--- src/rtl/spi_ram_arbiter.sv ---
// spi_ram_arbiter
//   Shares one external 23LC-style SPI RAM between a 16-bit instruction-fetch
//   port and a byte-wide data load/store port. Each access is a complete
//   READ/WRITE command: opcode, 16-bit byte address, then 16 (fetch) or
//   8 (data) data bits. Requests arriving together are granted round-robin.
// Ports
//   clk, rst                       system clock, async active-high reset
//   if_req/if_addr                 fetch request (level) and byte address
//   if_rdata/if_ready              fetched word {[addr],[addr+1]}, done pulse
//   d_req/d_we/d_addr/d_wdata      data request (level), write enable, address, write byte
//   d_rdata/d_ready                read byte, done pulse (reads and writes)
//   spi_cs/spi_sck/spi_mosi        SPI mode-0 master pins (CS active-low)
//   spi_miso                       SPI serial input (already synchronised)
//   busy                           high from grant until the ready pulse
module spi_ram_arbiter #(
  parameter int unsigned CLK_DIV    = 1,
  parameter bit          DATA_FIRST = 1'b1,
  parameter logic [7:0]  CMD_READ   = 8'h03,
  parameter logic [7:0]  CMD_WRITE  = 8'h02
) (
  input  logic        clk,
  input  logic        rst,
  input  logic        if_req,
  input  logic [15:0] if_addr,
  output logic [15:0] if_rdata,
  output logic        if_ready,
  input  logic        d_req,
  input  logic        d_we,
  input  logic [15:0] d_addr,
  input  logic [7:0]  d_wdata,
  output logic [7:0]  d_rdata,
  output logic        d_ready,
  output logic        spi_cs,
  output logic        spi_sck,
  output logic        spi_mosi,
  input  logic        spi_miso,
  output logic        busy
);

  localparam int unsigned DIV_W = (CLK_DIV > 1) ? $clog2(CLK_DIV) : 1;
  localparam int unsigned GAP_W = $clog2(2 * CLK_DIV) + 1;
  localparam logic [DIV_W-1:0] DIV_MAX = DIV_W'(CLK_DIV - 1);
  localparam logic [GAP_W-1:0] GAP_MAX = GAP_W'(2 * CLK_DIV - 1);

  typedef enum logic [2:0] {S_IDLE, S_CMD, S_ADDR, S_DATA, S_DONE, S_GAP} state_t;

  state_t             state_q, state_d;
  logic [DIV_W-1:0]   div_q, div_d;
  logic [5:0]         bit_cnt_q, bit_cnt_d;
  logic [GAP_W-1:0]   gap_q, gap_d;
  logic [39:0]        sh_q, sh_d;
  logic [15:0]        rx_q, rx_d;
  logic               sel_data_q, sel_data_d;   // current grant belongs to data port
  logic               last_data_q, last_data_d; // last grant went to data port
  logic               cs_q, cs_d, sck_q, sck_d, mosi_q, mosi_d, busy_q, busy_d;
  logic               if_ready_q, if_ready_d, d_ready_q, d_ready_d;
  logic [15:0]        if_rdata_q, if_rdata_d;
  logic [7:0]         d_rdata_q, d_rdata_d;

  logic               grant_data_s, grant_fetch_s;
  logic [39:0]        load_s;
  logic [5:0]         last_bit_s;

  // Round-robin grant: data wins unless fetch is also pending and data went last.
  always_comb begin
    grant_data_s  = d_req & (~if_req | ~last_data_q);
    grant_fetch_s = if_req & ~grant_data_s;
    last_bit_s    = sel_data_q ? 6'd31 : 6'd39;
    // Frame is left-aligned in 40 bits; a data frame only uses the top 32.
    if (grant_data_s) begin
      load_s = {(d_we ? CMD_WRITE : CMD_READ), d_addr, (d_we ? d_wdata : 8'h00), 8'h00};
    end else begin
      load_s = {CMD_READ, if_addr, 16'h0000};
    end
  end

  // Next-state and output logic for the transaction sequencer.
  always_comb begin
    state_d     = state_q;
    div_d       = div_q;
    bit_cnt_d   = bit_cnt_q;
    gap_d       = gap_q;
    sh_d        = sh_q;
    rx_d        = rx_q;
    sel_data_d  = sel_data_q;
    last_data_d = last_data_q;
    cs_d        = cs_q;
    sck_d       = sck_q;
    mosi_d      = mosi_q;
    busy_d      = busy_q;
    if_ready_d  = 1'b0;
    d_ready_d   = 1'b0;
    if_rdata_d  = if_rdata_q;
    d_rdata_d   = d_rdata_q;
    case (state_q)
      S_IDLE: begin
        if (grant_data_s || grant_fetch_s) begin
          state_d     = S_CMD;
          sel_data_d  = grant_data_s;
          last_data_d = grant_data_s;
          sh_d        = load_s;
          mosi_d      = load_s[39];
          cs_d        = 1'b0;
          sck_d       = 1'b0;
          busy_d      = 1'b1;
          div_d       = '0;
          bit_cnt_d   = 6'd0;
        end else begin
          state_d = S_IDLE;
        end
      end
      S_CMD, S_ADDR, S_DATA: begin
        if (div_q == DIV_MAX) begin
          div_d = '0;
          if (!sck_q) begin
            // Rising SCK edge: sample MISO on the same clk edge.
            sck_d = 1'b1;
            rx_d  = {rx_q[14:0], spi_miso};
          end else begin
            // Falling SCK edge ends the bit; present the next MOSI bit.
            sck_d     = 1'b0;
            sh_d      = {sh_q[38:0], 1'b0};
            mosi_d    = sh_q[38];
            bit_cnt_d = bit_cnt_q + 6'd1;
            if (bit_cnt_q == last_bit_s) begin
              state_d = S_DONE;
              mosi_d  = 1'b0;
            end else if (bit_cnt_q == 6'd7) begin
              state_d = S_ADDR;
            end else if (bit_cnt_q == 6'd23) begin
              state_d = S_DATA;
            end else begin
              state_d = state_q;
            end
          end
        end else begin
          div_d = div_q + DIV_W'(1);
        end
      end
      S_DONE: begin
        // CS held low one extra cycle after the last SCK fall, then released.
        state_d = S_GAP;
        gap_d   = '0;
        cs_d    = 1'b1;
        sck_d   = 1'b0;
        mosi_d  = 1'b0;
        busy_d  = 1'b0;
        if (sel_data_q) begin
          d_ready_d = 1'b1;
          d_rdata_d = rx_q[7:0];
        end else begin
          if_ready_d = 1'b1;
          if_rdata_d = rx_q;
        end
      end
      S_GAP: begin
        if (gap_q == GAP_MAX) begin
          state_d = S_IDLE;
        end else begin
          gap_d = gap_q + GAP_W'(1);
        end
      end
      default: begin
        state_d = S_IDLE;
      end
    endcase
  end

  // State and output registers.
  always_ff @(posedge clk or posedge rst) begin
    if (rst) begin
      state_q     <= S_IDLE;
      div_q       <= '0;
      bit_cnt_q   <= 6'd0;
      gap_q       <= '0;
      sh_q        <= 40'd0;
      rx_q        <= 16'h0000;
      sel_data_q  <= 1'b0;
      last_data_q <= ~DATA_FIRST;
      cs_q        <= 1'b1;
      sck_q       <= 1'b0;
      mosi_q      <= 1'b0;
      busy_q      <= 1'b0;
      if_ready_q  <= 1'b0;
      d_ready_q   <= 1'b0;
      if_rdata_q  <= 16'h0000;
      d_rdata_q   <= 8'h00;
    end else begin
      state_q     <= state_d;
      div_q       <= div_d;
      bit_cnt_q   <= bit_cnt_d;
      gap_q       <= gap_d;
      sh_q        <= sh_d;
      rx_q        <= rx_d;
      sel_data_q  <= sel_data_d;
      last_data_q <= last_data_d;
      cs_q        <= cs_d;
      sck_q       <= sck_d;
      mosi_q      <= mosi_d;
      busy_q      <= busy_d;
      if_ready_q  <= if_ready_d;
      d_ready_q   <= d_ready_d;
      if_rdata_q  <= if_rdata_d;
      d_rdata_q   <= d_rdata_d;
    end
  end

  assign spi_cs   = cs_q;
  assign spi_sck  = sck_q;
  assign spi_mosi = mosi_q;
  assign busy     = busy_q;
  assign if_ready = if_ready_q;
  assign d_ready  = d_ready_q;
  assign if_rdata = if_rdata_q;
  assign d_rdata  = d_rdata_q;

endmodule

--- config.mk ---
export PLATFORM = sky130hd
export DESIGN_NAME = spi_ram_arbiter
export DESIGN_NICKNAME = d
export VERILOG_FILES = /design/src/rtl/spi_ram_arbiter.sv
export SDC_FILE = /design/constraint.sdc
export NUM_CORES = 1
export LEC_CHECK = 0
export CAP_MARGIN = 0
export CORE_UTILIZATION = 56
export DETAILED_ROUTE_END_ITERATION = 10
export GPL_TIMING_DRIVEN = 0
export PLACE_DENSITY = 0.85
export SLEW_MARGIN = 40
export SYNTH_ARGS = -nofsm -noshare
export SYNTH_HDL_FRONTEND = slang
export SYNTH_SLANG_ARGS = --single-unit
--- constraint.sdc ---
create_clock -name clk -period 4.35 [get_ports clk]
set_clock_uncertainty 0.2 [all_clocks]
set_input_delay 0.6525 -clock clk [delete_from_list [all_inputs] [get_ports clk]]
set_output_delay 0.6525 -clock clk [all_outputs]
set_load 0.005 [all_outputs]
==> impl_results.html <==
<table>
<tr><th>Metric</th><th>Value</th></tr>
<tr><th colspan="2">Detailed routing</th></tr>
<tr><td>Detailed Route Iter0 Violations</td><td>about 220</td></tr>
<tr><td>Average wire per standard cell</td><td>~15 um</td></tr>
<tr><td>Routed wire length</td><td>about 8.0 mm</td></tr>
<tr><td>DR vias/cell</td><td>5.622</td></tr>
<tr><td>Number of remaining DRC errors</td><td>0</td></tr>
<tr><td>Number of nets with antenna violations after routing</td><td>0</td></tr>
<tr><td>First-pass DRT Iterations</td><td>5</td></tr>
<tr><td>Overall via count from detail_route</td><td>between 2000 and 3000</td></tr>
<tr><th colspan="2">Run</th></tr>
<tr><td>Number of max-cap violations</td><td>0</td></tr>
<tr><th colspan="2">CTS</th></tr>
<tr><td>Clk buf depth</td><td>2</td></tr>
<tr><td>CTS tree</td><td>built</td></tr>
<tr><td># Post-CTS Setup Buffers</td><td>0</td></tr>
<tr><td>Root buf cell</td><td>clkbuf_8</td></tr>
<tr><td>Total clock buffers created by CTS</td><td>9</td></tr>
<tr><td>Number of H-tree branching levels</td><td>3</td></tr>
<tr><td>Post-CTS Hold Buffers</td><td>0</td></tr>
<tr><td>PostCTS Resize Cnt</td><td>0</td></tr>
<tr><td>Number of sinks driven by the clock tree</td><td>89</td></tr>
<tr><td>Clock latency on the worst-skew pair</td><td>between 300 and 400 ps</td></tr>
<tr><td>Clock-pin slew on the worst setup and hold paths</td><td>about 90 ps</td></tr>
<tr><th colspan="2">Critical path</th></tr>
<tr><td>Worst r2r dst</td><td>if_rdata[6]</td></tr>
<tr><td>Critical Setup Path Class</td><td>in2reg</td></tr>
<tr><td>Startpoint of the worst register-to-register path</td><td>state_q[0]</td></tr>
<tr><td>Reg2reg setup slack</td><td>2240 ps</td></tr>
<tr><td>Type of destination of the critical path</td><td>flop</td></tr>
<tr><td>Startpoint types</td><td>input port</td></tr>
<tr><td>Data required time at the worst endpoint</td><td>about 4400 ps</td></tr>
<tr><td>Depth of the worst register-to-register path</td><td>5</td></tr>
<tr><td>Critical path data arrival time</td><td>roughly 2400 ps</td></tr>
<tr><td>Critical path fanouts, max</td><td>10</td></tr>
<tr><th colspan="2">Placement</th></tr>
<tr><td>Cells after DPL</td><td>505</td></tr>
<tr><td># port buffers</td><td>75</td></tr>
<tr><td>DP Wirelength</td><td>roughly 5.5 mm</td></tr>
<tr><td>GP Congestion</td><td>0.7879</td></tr>
<tr><td>Post-Place Setup Slack</td><td>between 1500 and 2000 ps</td></tr>
<tr><th colspan="2">Run status</th></tr>
<tr><td>Run status</td><td>completed</td></tr>
<tr><th colspan="2">STA</th></tr>
<tr><td>Transition time at the pin with the least slew margin</td><td>about 430 ps</td></tr>
<tr><td>Final period util</td><td>between 50% and 60%</td></tr>
<tr><td>Final-layout setup total negative slack</td><td>0 ps</td></tr>
<tr><td>Hold Vio Cnt, Final</td><td>0</td></tr>
<tr><td>Unrepaired setup endpoints after global routing</td><td>false</td></tr>
<tr><td>Worst setup margin</td><td>roughly 2000 ps</td></tr>
<tr><td>Finish-stage setup viols</td><td>0</td></tr>
<tr><td>Final Max Tran Viols</td><td>0</td></tr>
<tr><td>Final min period</td><td>2353 ps</td></tr>
<tr><td>Headroom to the max-slew limit</td><td>71.14%</td></tr>
<tr><td>Max Clock Freq</td><td>425.0 MHz</td></tr>
<tr><th colspan="2">Yosys</th></tr>
<tr><td>Netlist Area Pre-Place</td><td>just under 4000 sq um</td></tr>
<tr><td>Synthesized netlist net count</td><td>approximately 380</td></tr>
<tr><td>Most instantiated flip-flop cell in the synthesis netlist</td><td>dfrtp_1</td></tr>
<tr><td>Number of flops mapped to enable cells by yosys</td><td>0</td></tr>
<tr><td>Total of flip-flops plus latches after synthesis</td><td>between 80 and 90</td></tr>
<tr><td>Count of yosys warnings during synthesis</td><td>0</td></tr>
<tr><td>Post-synthesis average cell area</td><td>~12 sq um</td></tr>
<tr><td>Gate count of the mapped netlist</td><td>roughly 330</td></tr>
<tr><td>Fraction of registers with async set/reset</td><td>100.0%</td></tr>
<tr><td>Sequential cell area fraction in the yosys report</td><td>between 50% and 60%</td></tr>
<tr><td>Synth cell types</td><td>42</td></tr>
<tr><th colspan="2">Min path</th></tr>
<tr><td>Class of the tightest hold or removal check</td><td>reg2reg</td></tr>
<tr><td>Worst min-delay path startpoint</td><td>spi_cs</td></tr>
<tr><td>Number of cells on the worst hold path</td><td>2</td></tr>
<tr><td>Endpoint of the worst hold path</td><td>spi_cs</td></tr>
<tr><th colspan="2">Layout</th></tr>
<tr><td>Final antenna diode count</td><td>0</td></tr>
<tr><td>Area grow syn2layout</td><td>28.74%</td></tr>
<tr><td>Final Core Density</td><td>about three quarters</td></tr>
<tr><td>Fraction of final layout cells with drive strength greater than 1</td><td>between 10% and 20%</td></tr>
<tr><td>Final std cells w/o fill</td><td>around 520</td></tr>
<tr><td>Final layout net count</td><td>468</td></tr>
<tr><td>Highest-count cells in the layout ignoring fill and taps</td><td>88 x dfrtp_1, 75 x clkdlybuf4s50_1, 26 x mux2_1, 24 x nor2_1, 23 x nand2_1</td></tr>
<tr><td>Most common cell after layout, fill and taps aside</td><td>dfrtp_1</td></tr>
<tr><th colspan="2">GRT</th></tr>
<tr><td>Number of antenna violations at the first check in global routing</td><td>0</td></tr>
<tr><td>Wire length of the first global-routing pass</td><td>13.54 mm</td></tr>
<tr><td>Vias in the first global route</td><td>between 2000 and 3000</td></tr>
<tr><td>Overall track demand over capacity in global routing</td><td>between 20% and 30%</td></tr>
<tr><td>Remaining global-route overflow</td><td>0</td></tr>
<tr><td>Maximum number of pins on one net before global-route repair</td><td>47</td></tr>
<tr><th colspan="2">Floorplanning</th></tr>
<tr><td>Placeable Area</td><td>between 6000 and 7000 sq um</td></tr>
<tr><td>Vert. Die Dim</td><td>86.11 um</td></tr>
<tr><td>Area of the die</td><td>roughly 7400 sq um</td></tr>
<tr><td>Starting density of the core</td><td>a little under 60%</td></tr>
<tr><td>Number of ports placed on the die boundary</td><td>76</td></tr>
<tr><td>X dimension of the die</td><td>between 80 and 90 um</td></tr>
<tr><td>FP Rows</td><td>30</td></tr>
<tr><th colspan="2">Pwr</th></tr>
<tr><td>Lkg Pwr</td><td>between 2 and 2.5 nW</td></tr>
<tr><td>Worst supply voltage drop on vdd</td><td>~320 uV</td></tr>
<tr><td>Final total power</td><td>approximately 2.9 mW</td></tr>
<tr><td>Power Dens Cells</td><td>564.2 nW/um^2</td></tr>
</table>
-- worst max-delay path by stage --
| stage | from | to | slack (ps) | cells after the start |
|---|---|---|---|---|
| after floorplan | rst | bit_cnt_q[0] | 1190 | 1 |
| after detailed placement | if_req | sh_q[17] | 1660 | 7 |
| after global placement | rst | sh_q[13] | -50 | 2 |
| final | if_req | sh_q[24] | 2000 | 7 |
| after CTS | if_req | sh_q[24] | 2010 | 7 |
| after global routing | if_req | sh_q[24] | 1890 | 7 |
-- layout make-up --
cell class / instances / area (sq um)
Sequential cell: 89 / 2228
Fill cell: 456 / 1732
Clock buffer: 10 / 137.6
Clock inverter: 6 / 97.59
Tap cell: 96 / 120.1
Inverter: 6 / 27.53
Buffer: 22 / 123.9
Timing Repair Buffer: 76 / 778.2
Multi-Input combinational cell: 216 / 1587
-- through the flow --
stage,instance area (sq um),hold slack [ps]
final,5100,266.8
after global routing,5100,297.9
after CTS,5100,269.7
after detailed placement,4865,257.7
after global placement,4832,247.3
after floorplan,3961,248.2
-- cells by family after synthesis --
logic type	after synthesis	share of synthesized area (%)
flip-flops	89	56.25
AO/OA/AOI/OAI	86	15.07
AND/OR/NAND/NOR	69	8.275
multiplexers	56	15.41
buffers and inverters	28	3.696
XOR/XNOR	3	0.6634
adder cells (fa/ha/maj)	2	0.6316
-- critical path: stages --
cell	delay, ps
clkdlybuf4s50_1	440
or2_1	240
clkbuf_1	180
a22oi_1	250
buf_2	270
buf_2	260
a21o_1	150
-- power by group --
group          leakage (nW)  internal, mW  total, mW  switching, mW
clock                 0.119         0.348      0.647          0.299
sequential             1.15          1.06       1.22          0.158
combinational          1.10         0.463       1.01          0.546
total                  2.37          1.88       2.88           1.00
-- synth_stat cells (all sizes together) (4+ instances only) --
cell | number | share of area [%]
a211oi | 16 | 3.0
nor2 | 26 | 2.8
mux2i | 16 | 4.0
clkbuf | 4 | 0.38
a21o | 18 | 3.4
nand2 | 23 | 2.2
o21ai | 18 | 2.3
dfrtp | 88 | 56
mux2 | 40 | 11
a21oi | 9 | 1.1
a22o | 5 | 1.1
buf | 18 | 2.7
nand3 | 5 | 0.63
inv | 6 | 0.57
and3 | 4 | 0.63
a22oi | 8 | 1.5
-- routing by layer --
layer,share of wire [%],GRT usage (%)
met4,1.8,9.091
met2,51,38.82
met3,3.3,3.561
met1,44,31.67
met5,0,0
-- state kept, by name, indices dropped and copies added, names as in the netlist, 2 cells and up --
name       count
rx_q          16
if_rdata      16
state_q        3
bit_cnt_q      6
gap_q          2
d_rdata        8
sh_q          31
Note: power is estimated with default switching activity, not from simulation.
